===== src/rtl/dcf_signal_gen.sv =====
// rtl/dcf_signal_gen.sv - DCF77 amplitude-keyed 77.5 kHz carrier generator
// Defining DCF_PULSE_PORT_EN exposes the internal pulse register as an output port.
module dcf_signal_gen #(
   parameter int          CLK_FREQ     = 1300000,
   parameter logic [31:0] PHASE_INC    = 32'd256046128,
   parameter int          REDUCE_SHIFT = 2
) (
   input  logic               clock,
   input  logic               reset_n,
   input  logic [58:0]        time_data,
   output logic signed [15:0] signal
`ifdef DCF_PULSE_PORT_EN
   ,
   output logic               pulse
`endif
);
   localparam int            CW       = $clog2(CLK_FREQ);
   localparam logic [CW-1:0] CYC_LAST = CW'(CLK_FREQ - 1);
   localparam logic [CW-1:0] DUR_ZERO = CW'(CLK_FREQ / 10);
   localparam logic [CW-1:0] DUR_ONE  = CW'(CLK_FREQ / 5);

`ifndef DCF_PULSE_PORT_EN
   logic pulse;
`endif
   logic [CW-1:0]      cyc;
   logic [5:0]         sec;
   logic [31:0]        phase;
   logic [58:0]        tele;
   logic               started;

   logic [58:0]        cur_tele;
   logic [63:0]        tele_pad;
   logic [5:0]         bit_idx;
   logic [CW-1:0]      dur;
   logic               reduce;
   logic               cyc_end;
   logic               min_end;
   logic [6:0]         q_idx;
   logic [15:0]        mag;
   logic signed [15:0] sine;

   // First quadrant of round(32767*sin(2*pi*k/256)), k = 0..64 inclusive.
   function automatic logic [15:0] qsine(input logic [6:0] k);
      logic [15:0] v;
      case (k)
         7'd0:  v = 16'd0;     7'd1:  v = 16'd804;   7'd2:  v = 16'd1608;  7'd3:  v = 16'd2410;  7'd4:  v = 16'd3212;
         7'd5:  v = 16'd4011;  7'd6:  v = 16'd4808;  7'd7:  v = 16'd5602;  7'd8:  v = 16'd6393;  7'd9:  v = 16'd7179;
         7'd10: v = 16'd7962;  7'd11: v = 16'd8739;  7'd12: v = 16'd9512;  7'd13: v = 16'd10278; 7'd14: v = 16'd11039;
         7'd15: v = 16'd11793; 7'd16: v = 16'd12539; 7'd17: v = 16'd13279; 7'd18: v = 16'd14010; 7'd19: v = 16'd14732;
         7'd20: v = 16'd15446; 7'd21: v = 16'd16151; 7'd22: v = 16'd16846; 7'd23: v = 16'd17530; 7'd24: v = 16'd18204;
         7'd25: v = 16'd18868; 7'd26: v = 16'd19519; 7'd27: v = 16'd20159; 7'd28: v = 16'd20787; 7'd29: v = 16'd21403;
         7'd30: v = 16'd22005; 7'd31: v = 16'd22594; 7'd32: v = 16'd23170; 7'd33: v = 16'd23731; 7'd34: v = 16'd24279;
         7'd35: v = 16'd24811; 7'd36: v = 16'd25329; 7'd37: v = 16'd25832; 7'd38: v = 16'd26319; 7'd39: v = 16'd26790;
         7'd40: v = 16'd27245; 7'd41: v = 16'd27683; 7'd42: v = 16'd28105; 7'd43: v = 16'd28510; 7'd44: v = 16'd28898;
         7'd45: v = 16'd29268; 7'd46: v = 16'd29621; 7'd47: v = 16'd29956; 7'd48: v = 16'd30273; 7'd49: v = 16'd30571;
         7'd50: v = 16'd30852; 7'd51: v = 16'd31113; 7'd52: v = 16'd31356; 7'd53: v = 16'd31580; 7'd54: v = 16'd31785;
         7'd55: v = 16'd31971; 7'd56: v = 16'd32137; 7'd57: v = 16'd32285; 7'd58: v = 16'd32412; 7'd59: v = 16'd32521;
         7'd60: v = 16'd32609; 7'd61: v = 16'd32678; 7'd62: v = 16'd32728; 7'd63: v = 16'd32757; 7'd64: v = 16'd32767;
         default: v = 16'd0;
      endcase
      return v;
   endfunction

   // On the very first edge the telegram is latched and used in the same cycle.
   always_comb begin
      cur_tele = started ? tele : time_data;
      tele_pad = {5'd0, cur_tele};
      bit_idx  = 6'd58 - sec;
      dur      = tele_pad[bit_idx] ? DUR_ONE : DUR_ZERO;
      reduce   = (sec != 6'd59) && (cyc < dur);
      cyc_end  = (cyc == CYC_LAST);
      min_end  = cyc_end && (sec == 6'd59);
   end

   always_comb begin
      q_idx = phase[30] ? (7'd64 - {1'b0, phase[29:24]}) : {1'b0, phase[29:24]};
      mag   = qsine(q_idx);
      sine  = phase[31] ? -$signed(mag) : $signed(mag);
   end

   always_ff @(posedge clock or negedge reset_n) begin
      if (!reset_n) begin
         cyc     <= '0;
         sec     <= '0;
         phase   <= '0;
         tele    <= '0;
         started <= 1'b0;
         pulse   <= 1'b0;
         signal  <= '0;
      end else begin
         started <= 1'b1;
         if (!started || min_end)
            tele <= time_data;
         cyc <= cyc_end ? '0 : cyc + CW'(1);
         if (cyc_end)
            sec <= (sec == 6'd59) ? 6'd0 : sec + 6'd1;
         phase  <= phase + PHASE_INC;
         pulse  <= reduce;
         signal <= reduce ? (sine >>> REDUCE_SHIFT) : sine;
      end
   end
endmodule


===== config.mk =====
export PLATFORM = sky130hd
export DESIGN_NAME = dcf_signal_gen
export DESIGN_NICKNAME = d
export VERILOG_FILES = /design/src/rtl/dcf_signal_gen.sv
export SDC_FILE = /design/constraint.sdc
export NUM_CORES = 1
export LEC_CHECK = 0
export BUFFER_PORTS_ARGS = -buffer_cell sky130_fd_sc_hd__buf_2
export CORE_MARGIN = 4
export CORE_UTILIZATION = 40
export DETAILED_ROUTE_END_ITERATION = 10
export REMOVE_ABC_BUFFERS = 1
export SYNTH_ARGS = -nofsm -noshare
export SYNTH_HDL_FRONTEND = slang
export SYNTH_SLANG_ARGS = --single-unit

===== constraint.sdc =====
create_clock -name clock -period 6.65 [get_ports clock]
set_clock_uncertainty 0.2 [all_clocks]
set_input_delay 0.3325 -clock clock [delete_from_list [all_inputs] [get_ports clock]]
set_output_delay 0.3325 -clock clock [all_outputs]
set_load 0.01 [all_outputs]

==> flow_summary_export.csv <==
group,metric,value,unit
critical_path,cp_slowest_stage_delay,0.80,ns
floorplan,fp.dieArea,0.02599,sq mm
power,power.leakage,4.551,nW
finish,antenna-diode-count,0,
finish,mostFrequentLayoutCells,"dfrtp_1 (130), nand2_1 (86), buf_2 (75), nor2_1 (72), mux2_2 (64)",
synthesis,yosys.area_share.xor_xnor,5.584,%
grt,grt_util_overall,19.56,%
sta,fmaxAchievable,0.1676,GHz
worst_hold_path,hold_path.class,"input pin to asynchronous set/reset pin",
drt,finalWirelength,25290,um
finish,nFillCells,2118,
placed_design,numPortBuffers,76,
finish,mostFrequentLayoutCell,"dfrtp_1",
synthesis,synth_top_area_share,34.91,%
finish,final_layout_size_suffix_gt1_share,23.28,%
power,highest_ir_drop_seen_on_vdd,0.1868,mV
synthesis,ys_top_cells_by_area,"dfrtp_1 (35%), mux2_2 (7.7%), mux4_2 (6.5%), nand2_1 (3.5%), xnor2_1 (3.2%)",
floorplan,number_of_i_o_pins,77,
critical_path,cp-end-kind,"flop",
placed_design,detailedPlacementHpwl,17140,um
floorplan,die_width,161.2,um
synthesis,synth_sequential_area_ratio,34.91,%
drt,routed_wire_length_per_instance,18.01,um
outcome,outcome,"finished, final reports clean",
sta,finalCritPeriodShare,89.74,%
floorplan,initial_core_util,41.10,%
clock_tree,tritoncts,"built",
synthesis,number_of_enable_flip_flop_cells_after_synthesis,0,
clock_tree,clk_transition_reported_paths,0.06,ns
critical_path,cp-start-kind,"flop",
sta,timing.hold.ws,0.2266,ns
synthesis,synth_largest_area_cell,"dfrtp_1",
grt,grt_start_max_net_pins,77,
finish,finalInstanceArea,0.01119,sq mm
clock_tree,clkSinkCount,131,
clock_tree,cts_htree_levels,4,
critical_path,worst-endpoint-arrival,6.12,ns
floorplan,die_height,161.2,um
drt,final_antenna_net_count,0,
sta,timing_hold_violations_final,0,
synthesis,post_synthesis_share_of_cell_area_spent_on_and_or_nand_and_nor_gates,17.70,%
critical_path,slowest_stage_cell_cp,"o31a_1",
critical_path,crit_fanout,25,
critical_path,timing.critical_path.cells,"ha_1 > xor2_2 > buf_4 > mux2i_1 > a22oi_1 > nand4_1 > a311oi_1 > o211ai_1 > inv_2 > ha_1 > nand4_1 > nor2_1 > a221o_1 > a41oi_1 > nor2_1 > o31a_1 > mux2_2 > o2111ai_1 > o211a_1",
synthesis,synth_compound_gate_area_share,17.76,%
clock_tree,cts_resized,0,
sta,max_slew.worst_pin.slew,1.118,ns
sta,finalSetupViolations,0,
drt,drc_violations_left,0,
clock_tree,ctsRootBufferMaster,"clkbuf_16",
sta,final_max_slew_viol_count,0,
run,max_cap_viol_count,0,
grt,grt_antenna_before_repair,0,
sta,grt_setup_unrepaired,"false",
placed_design,placed_area,0.009968,sq mm
sta,timing.max_slew.rel_slack,25.19,%
grt,grt_pass1_vias,8093,
finish,final_net_count,1161,
synthesis,synth.area.mux_share,16.39,%
clock_tree,clock_path_buffers,2,
sta,post-route-min-period,5.968,ns
sta,setup_tns,0,ns
critical_path,timing_worst_setup_path_type,"flop to flop",
synthesis,synth_area,0.009389,sq mm
power,power_density_cells,179.2,mW/mm^2
synthesis,post_synth.cell_area_avg,9.542,sq um
grt,globalRouteOverflowTotal,0,
synthesis,syn_inst,984,
placed_design,gp_congestion,0.9092,
clock_tree,clock_latency,0.42,ns
synthesis,combinational_family_with_the_most_area_after_synthesis,"compound AO/OA/AOI/OAI gates",
clock_tree,cts_inserted_buffers,17,
drt,starting_drc_count_in_detailed_routing,714,
floorplan,placement_rows,55,
synthesis,dominantRegCellSynth,"dfrtp_1",
finish,areaGrowthSynthToFinish,19.19,%
synthesis,async_reset_ff_share,100.0,%
synthesis,yosys.area_share.adder,2.905,%
grt,grt_pass1_wl,42010,um
synthesis,synth-seq-cells,131,
drt,drt_first_pass_iters,5,
synthesis,yosys_warnings,0,
critical_path,critical_path_required,6.81,ns
drt,vias,8167,
synthesis,yosys.cell_types.count,90,
floorplan,core_area,0.02285,sq mm
drt,route.detailed.vias_per_inst,5.817,
## critical path, delay by kind of cell, from the launching register on
family | cells | cell delay [ns]
AOI/OAI and AO/OA | 8 | 2.07
adders and majority gates | 2 | 0.75
muxes | 2 | 0.66
DFF | 1 | 0.60
and+or+nand+nor | 4 | 0.60
xor gates and xnor gates | 1 | 0.57
buffers and inverters | 2 | 0.46
## routing by layer
metal / track usage, % / vias up / wire (um) / part of all wire (%)
met1: 27.64 / 4004 / 11690 / 46
li1: - / 3848 / - / -
met2: 31.33 / 282 / 11750 / 46
met3: 3.521 / 33 / 1462 / 5.8
met5: 0 / - / 0 / 0
met4: 4.886 / 0 / 394 / 1.6
## cells in the mapped netlist, drive strengths merged, types with 5 or more instances
cell,n
and3,14
o221ai,5
and2,7
mux2,64
a21oi,34
nor3,30
or2,7
nor2,72
inv,23
a21o,7
nand4,19
xor2,24
o31ai,7
a31o,5
mux2i,21
o21ai,49
o2111ai,6
dfrtp,131
nand2,87
a31oi,14
o211ai,14
o22ai,6
a22oi,8
a211oi,18
a221oi,9
nand3,39
or3,6
mux4,27
a311oi,5
nor2b,12
clkbuf,35
nor4,6
nand2b,9
ha,21
xnor2,35
nor3b,5
buf,43
## path summary, 6_finish.rpt
check	from	endpoint	slack, ns	cells past startpoint
setup / recovery	sec[0]	signal[2]	0.68	19
hold / removal	reset_n	tele[2]	0.23	2
setup reg to reg	sec[0]	signal[2]	0.68	19
hold reg to reg	phase[4]	phase[4]	0.25	1
max in group asynchronous	reset_n	started	4.64	3
min in group clock	phase[4]	phase[4]	0.25	1
## cell families after synthesis
kind of cell    count (synthesis)
fa+ha+maj                      22
flops                         131
other cells                     1
compound gates                228
buf+inv                       102
xor+xnor                       59
simple gates                  329
mux                           112
## registers in the layout, indices dropped and copies added (netlist names)
signal,cells
phase,28
tele,59
cyc,21
sec,6
signal,16
started,1
## cell type report
cell class / count / area (sq um) / share of cell area [%]
inverter: 24 / 90.09 / 0.8050
clock buffer: 19 / 452.9 / 4.047
timing repair buffer: 154 / 1122 / 10.03
clock inverter: 12 / 168.9 / 1.509
sequential: 131 / 3279 / 29.30
tap: 313 / 391.6 / 3.500
multi-input combinational: 751 / 5685 / 50.81
## through the flow
step	util, %	power, mW	setup slack [ns]	instances
after floorplan	-	0.9454	0.9133	906
after global placement	43.63	1.002	1.021	1313
after detailed placement	43.63	1.005	0.7013	1313
after CTS	48.98	2.028	0.6947	1404
after global routing	48.98	2.082	0.2304	1404
final	48.98	2.005	0.6822	1404
## timing repair
action / in CTS / in global routing
hold buffers: 60 / 0
buffers inserted: 0 / 0
hold endpoints to repair: 114 / 0
## power breakdown
part           internal (mW)  switching (mW)  leakage (nW)  total [mW]
sequential             0.834          0.0196          1.55       0.853
combinational         0.0991          0.0646          2.70       0.164
clock                  0.617           0.372         0.299       0.988
Note: power is estimated with default switching activity, not from simulation.
